**config.mk**
```make
export PLATFORM = sky130hd
export DESIGN_NAME = fdiv_iter
export DESIGN_NICKNAME = d
export VERILOG_FILES = /design/src/rtl/fp_8_8_pkg.sv /design/src/rtl/fdiv_round_pack.sv /design/src/rtl/fdiv_iter.sv
export SDC_FILE = /design/constraint.sdc
export NUM_CORES = 1
export LEC_CHECK = 0
export CAP_MARGIN = 20
export CORE_ASPECT_RATIO = 1.1
export CORE_UTILIZATION = 42
export CTS_BUF_LIST = sky130_fd_sc_hd__clkbuf_4 sky130_fd_sc_hd__clkbuf_8
export CTS_CLUSTER_DIAMETER = 50
export CTS_CLUSTER_SIZE = 16
export DETAILED_ROUTE_END_ITERATION = 16
export SETUP_SLACK_MARGIN = 0.2
export SYNTH_ARGS = -nofsm -noshare
export SYNTH_HDL_FRONTEND = slang
export SYNTH_SLANG_ARGS = --single-unit
```
**constraint.sdc**
```tcl
create_clock -name clk -period 8.61 [get_ports clk]
set_clock_uncertainty 0.1 [all_clocks]
set_input_delay 0.861 -clock clk [delete_from_list [all_inputs] [get_ports clk]]
set_output_delay 0.861 -clock clk [all_outputs]
set_load 0.03 [all_outputs]
```
**src/rtl/fp_8_8_pkg.sv**
```systemverilog
// Shared definitions for the 8-bit-exponent / 8-bit-fraction float format
// used by fdiv_iter and fmul.
// Word layout: [18:17] exc, [16] sign, [15:8] biased exponent, [7:0] fraction
// (implicit leading 1 for normals).
package fp_8_8_pkg;

    localparam int WE   = 8;
    localparam int WF   = 8;
    localparam int BIAS = 127;

    typedef enum logic [1:0] {
        EXC_ZERO = 2'b00,
        EXC_NORM = 2'b01,
        EXC_INF  = 2'b10,
        EXC_NAN  = 2'b11
    } exc_t;

    typedef enum logic [1:0] {
        IDLE,
        DIV,
        ROUND,
        DONE
    } state_t;

endpackage

```
**src/rtl/fdiv_round_pack.sv**
```systemverilog
// Normalise, round-to-nearest-even and exception-pack the raw divider result.
// Ports:
//   q    - 11-bit quotient floor(sigX*2^10/sigY)
//   rem  - final remainder of the division
//   e    - 10-bit two's-complement biased exponent (already adjusted by q[10])
//   sign - result sign
//   r    - packed result word
module fdiv_round_pack
    import fp_8_8_pkg::*;
(
    input  logic [10:0]          q,
    input  logic [9:0]           rem,
    input  logic [9:0]           e,
    input  logic                 sign,
    output logic [WE+WF+2:0]     r
);

    logic [WF-1:0] frac;
    logic          guard;
    logic          sticky;
    logic          rnd;
    logic [17:0]   sum;

    always_comb begin
        if (q[10]) begin
            frac   = q[9:2];
            guard  = q[1];
            sticky = q[0] | (rem != '0);
        end else begin
            frac   = q[8:1];
            guard  = q[0];
            sticky = (rem != '0);
        end
        rnd = guard & (sticky | frac[0]);
        // Carry out of the fraction rolls into the exponent field.
        sum = {e, frac} + {17'd0, rnd};

        r = '0;
        r[16] = sign;
        // sum[17] set means a negative exponent (underflow); [16] alone is overflow.
        if (sum[17]) begin
            r[18:17] = EXC_ZERO;
        end else if (sum[16]) begin
            r[18:17] = EXC_INF;
        end else begin
            r[18:17] = EXC_NORM;
            r[15:0]  = sum[15:0];
        end
    end

endmodule

```
**src/rtl/fdiv_iter.sv**
```systemverilog
// Iterative floating-point divider R = X / Y (restoring division, one
// quotient bit per cycle) with valid/ready handshakes on both sides.
// Ports:
//   clk, rst_n          - clock, asynchronous active-low reset
//   in_valid / in_ready - operand handshake (in_ready high only in IDLE)
//   X, Y                - dividend, divisor
//   R                   - quotient, held stable while out_valid is high
//   out_valid/out_ready - result handshake
module fdiv_iter
    import fp_8_8_pkg::*;
#(
    parameter int ID = 1
) (
    input  logic        clk,
    input  logic        rst_n,
    input  logic        in_valid,
    output logic        in_ready,
    input  logic [18:0] X,
    input  logic [18:0] Y,
    output logic [18:0] R,
    output logic        out_valid,
    input  logic        out_ready
);

    state_t      state;
    logic [3:0]  cnt;
    logic [10:0] q;
    logic [9:0]  rem;
    logic [WF:0] sig_y;
    logic [9:0]  ediff;
    logic        sign;

    exc_t        exc_x;
    exc_t        exc_y;
    logic        res_sign;
    logic [18:0] special_r;
    logic        ge;
    logic [9:0]  rdiff;
    logic [9:0]  e_adj;
    logic [18:0] packed_r;

    assign in_ready = (state == IDLE);
    assign exc_x    = exc_t'(X[18:17]);
    assign exc_y    = exc_t'(Y[18:17]);
    assign res_sign = X[16] ^ Y[16];

    always_comb begin
        special_r     = '0;
        special_r[16] = res_sign;
        if (exc_x == EXC_NAN || exc_y == EXC_NAN ||
            (exc_x == EXC_ZERO && exc_y == EXC_ZERO) ||
            (exc_x == EXC_INF  && exc_y == EXC_INF)) begin
            special_r[18:17] = EXC_NAN;
        end else if (exc_x == EXC_ZERO || exc_y == EXC_INF) begin
            special_r[18:17] = EXC_ZERO;
        end else begin
            special_r[18:17] = EXC_INF;
        end
    end

    // Partial remainder stays below 2*sigY, so 10 bits never overflow.
    assign ge    = (rem >= {1'b0, sig_y});
    assign rdiff = ge ? (rem - {1'b0, sig_y}) : rem;
    assign e_adj = ediff - {9'd0, ~q[10]};

    fdiv_round_pack u_round_pack (
        .q    (q),
        .rem  (rem),
        .e    (e_adj),
        .sign (sign),
        .r    (packed_r)
    );

    always_ff @(posedge clk or negedge rst_n) begin
        if (!rst_n) begin
            state     <= IDLE;
            cnt       <= '0;
            q         <= '0;
            rem       <= '0;
            sig_y     <= '0;
            ediff     <= '0;
            sign      <= 1'b0;
            R         <= '0;
            out_valid <= 1'b0;
        end else begin
            unique case (state)
                IDLE: begin
                    if (in_valid) begin
                        if (exc_x == EXC_NORM && exc_y == EXC_NORM) begin
                            state <= DIV;
                            cnt   <= '0;
                            q     <= '0;
                            rem   <= {2'b01, X[WF-1:0]};
                            sig_y <= {1'b1, Y[WF-1:0]};
                            ediff <= {2'b00, X[15:8]} - {2'b00, Y[15:8]} + 10'(BIAS);
                            sign  <= res_sign;
                        end else begin
                            state     <= DONE;
                            R         <= special_r;
                            out_valid <= 1'b1;
                        end
                    end
                end
                DIV: begin
                    q   <= {q[9:0], ge};
                    cnt <= cnt + 4'd1;
                    if (cnt == 4'd10) begin
                        rem   <= rdiff;
                        state <= ROUND;
                    end else begin
                        rem <= {rdiff[8:0], 1'b0};
                    end
                end
                ROUND: begin
                    R         <= packed_r;
                    out_valid <= 1'b1;
                    state     <= DONE;
                end
                DONE: begin
                    if (out_ready) begin
                        out_valid <= 1'b0;
                        state     <= IDLE;
                    end
                end
                default: state <= IDLE;
            endcase
        end
    end

endmodule

```
==> impl_metrics.tcl <==
set metrics [dict create \
    outcome "completed" \
    irDropWorstVdd_uv 152 \
    tns_ps 0 \
    fillers 1118 \
    antenna_found_initial 0 \
    grt_max_degree 68 \
    clk_path_buf_depth 2 \
    drc 0 \
    dr_wl_met2_mm 5.61 \
    regArea_um2 1680 \
    routed.top_layer "met4" \
    yosysUniqueCellTypes 69 \
    initial_core_util 0.437 \
    clk_pin_slew_ps 70 \
    worst-setup-path-type "flip-flop to flip-flop" \
    worst-endpoint-required_ps 8720 \
    yosysWarnings 0 \
    r2r_start "q[10]" \
    max_cap_viol_count 0 \
    worstSkewPairLatency_ps 370 \
    grt_use_total 0.203 \
    worstSetupStartpointType "flip-flop" \
    hold_depth 2 \
    slew_headroom 0.421 \
    setup-violations-final 0 \
    ys.flop_type "dfrtp_1" \
    nets 718 \
    routed_wl_mm 12.1 \
    dp_hpwl_mm 8.93 \
    cts-root-buf "clkbuf_8" \
    rows 41 \
    holdBufCountCts 0 \
    port-buffer-count 62 \
    rsz0062_at_grt "false" \
    synth.cell_area_um2 5070 \
    syn-num-nets 667 \
    synth-edff-count 0 \
    reg2reg_slack_ps 4800 \
    multi_input_area_um2 3130 \
    die_w_um 107 \
    cts.sinks 67 \
    via_per_inst 5.58 \
    powerDensity_nw_per_um2 330 \
    worst_hold_slack_ps 364 \
    min_to "sig_y[8]" \
    p_leak_nw 2.56 \
    fmax_mhz 262 \
    fin_crit_sh 0.443 \
    crit_path_end_kind "flip-flop" \
    syn_inst 595 \
    h-tree-depth 3 \
    postRouteAntennaNets 0 \
    drt-wirelength-per-cell_um 15.1 \
    antenna_cells 0 \
    routedLengthMet1_mm 5.74 \
    ys_ff_latch 67 \
    dp.cells 785 \
    drv_slew 0 \
    die_h_um 117 \
    cts_tree "built" \
    grt-ovfl-total 0 \
    ys_async_sr_fraction 1.00 \
    hp-class "flip-flop to flip-flop" \
    dr_wl_met3_um 556 \
    hold_viol 0 \
    boundaryPins 63 \
    routabilityCongestion 0.864 \
    cp.arrival_ps 3920 \
    dieArea_um2 12500 \
    vias 4467 \
    areaGrowthSynthToFinish_pct 17.5 \
    stdcell_count 800 \
    core_area_um2 11600 \
    worstPathMaxFanout 20 \
    post_cts_buffers 0 \
    dr.pass1.iters 4 \
    drive_gt1_frac 0.0846 \
    tightest_slew_ps 868 \
    cts_inserted_buffers 9 \
    grt_pass1_vias 4072 \
    min_period_ps 3810 \
    syn_area_per_cell_um2 8.52 \
    grt_pass1_wl_mm 19.9 \
    cts_resized 0 \
    seq_area_frac_synth 0.331 \
    r2r_cells 9 \
    min_from "sig_y[8]" \
    drtIter0Drc 221 \
    reg2reg_to "R[1]" \
]
==> cell families (layout without fill, tap and decap cells) <==
logic type / after synthesis / after routing / share of synthesized area
AND/OR/NAND/NOR: 207 / 207 / 0.197
AO/OA/AOI/OAI: 169 / 169 / 0.230
flip-flops: 67 / 67 / 0.331
buffers and inverters: 64 / 119 / 0.0523
XOR/XNOR: 32 / 32 / 0.0580
adder cells (fa/ha/maj): 30 / 30 / 0.0770
multiplexers: 26 / 26 / 0.0548
==> worst max-delay path by stage <==
stage / cells past startpoint / startpoint / slack [ps] / end
2_1_floorplan: 11 / X[8] / 5430 / ediff[7]
3_5_place_dp: 11 / Y[8] / 4780 / ediff[7]
3_3_place_gp: 11 / Y[8] / 4890 / ediff[7]
4_1_cts: 9 / q[10] / 4770 / R[1]
6_report: 9 / q[10] / 4800 / R[1]
5_1_grt: 9 / q[10] / 4520 / R[1]
==> worst max-delay path, cell delays in order, from the launching register on <==
cell       delay [ps]
dfrtp_1           770
inv_1             190
ha_1              290
ha_1              320
or3_4             450
a2111oi_4         280
nand2_1           220
xor2_1            180
o32a_1            720
o21ai_1           160
==> metrics by stage <==
step / util / area (um2) / total power, mW / worst slack, ps
after floorplan: - / 5070 / 1.42 / 5430
after global placement: 0.499 / 5790 / 1.70 / 4890
after detailed placement: 0.499 / 5790 / 1.72 / 4780
after CTS: 0.514 / 5960 / 1.97 / 4770
after global routing: 0.514 / 5960 / 2.13 / 4520
final: 0.514 / 5960 / 1.96 / 4800
==> layer usage <==
layer	GRT usage	vias to the layer above
met3	0.0432	11
met2	0.335	105
met4	0.0621	0
li1	-	2238
met5	0	-
met1	0.268	2113
==> cell type report <==
class,instances,area share
well taps,150,0.0315
multi-input cells,464,0.526
clock inverters,3,0.00252
clock buffers,12,0.0256
repair buffers,67,0.110
inverters,37,0.0233
flip-flops and latches,67,0.282
==> synthesized netlist by cell type (4+ instances only) <==
master    instances  share of area
nand3_1          23          0.023
o21bai_1          4         0.0059
mux2_2           13          0.029
o21ai_1           4         0.0039
dfrtp_1          67           0.33
nand2b_1          6         0.0074
a21boi_0          4         0.0059
nor3_1           14          0.014
o31ai_2           8          0.020
ha_1             28          0.069
o211ai_1          4         0.0059
mux2i_1          12          0.024
or3_1             4         0.0049
clkbuf_1         20          0.015
nor4_1            4         0.0049
nor2_1           39          0.029
nor2b_1           6         0.0074
or2_2             5         0.0062
xor2_1           13          0.022
o31ai_1           9          0.013
o21a_1           12          0.018
xnor2_1          18          0.031
a211oi_1          6         0.0089
nand4_1           5         0.0062
o21ai_0          45          0.044
a21oi_1          35          0.035
o221ai_1          4         0.0069
inv_1            36          0.027
nand2_1          81          0.060
==> power breakdown <==
group | internal [mW] | switching, mW
Clock | 0.116 | 0.123
Combinational | 0.477 | 0.714
Sequential | 0.422 | 0.112
==> state kept, by name, summed over array words and instances, names as in the netlist <==
signal and count:
R 19, cnt 4, ediff 10, out_valid 1, q 11, rem 10, sig_y 9, sign 1
state 2
==> placed cells by master (no fill, tap or decap), types with 8 or more instances in the layout <==
master | Yosys | routed
inv_1 | 36 | 36
mux2i_1 | 12 | 12
clkbuf_8 | 0 | 10
o31ai_2 | 8 | 8
nand2_1 | 81 | 81
xor2_1 | 13 | 13
o31ai_1 | 9 | 9
nor3_1 | 14 | 14
clkdlybuf4s50_1 | 0 | 61
mux2_2 | 13 | 13
a21oi_1 | 35 | 34
o21a_1 | 12 | 12
nor2_1 | 39 | 39
dfrtp_1 | 67 | 67
o21ai_0 | 45 | 45
nand3_1 | 23 | 23
ha_1 | 28 | 28
xnor2_1 | 18 | 18
Power figures use the tool's default switching activity.
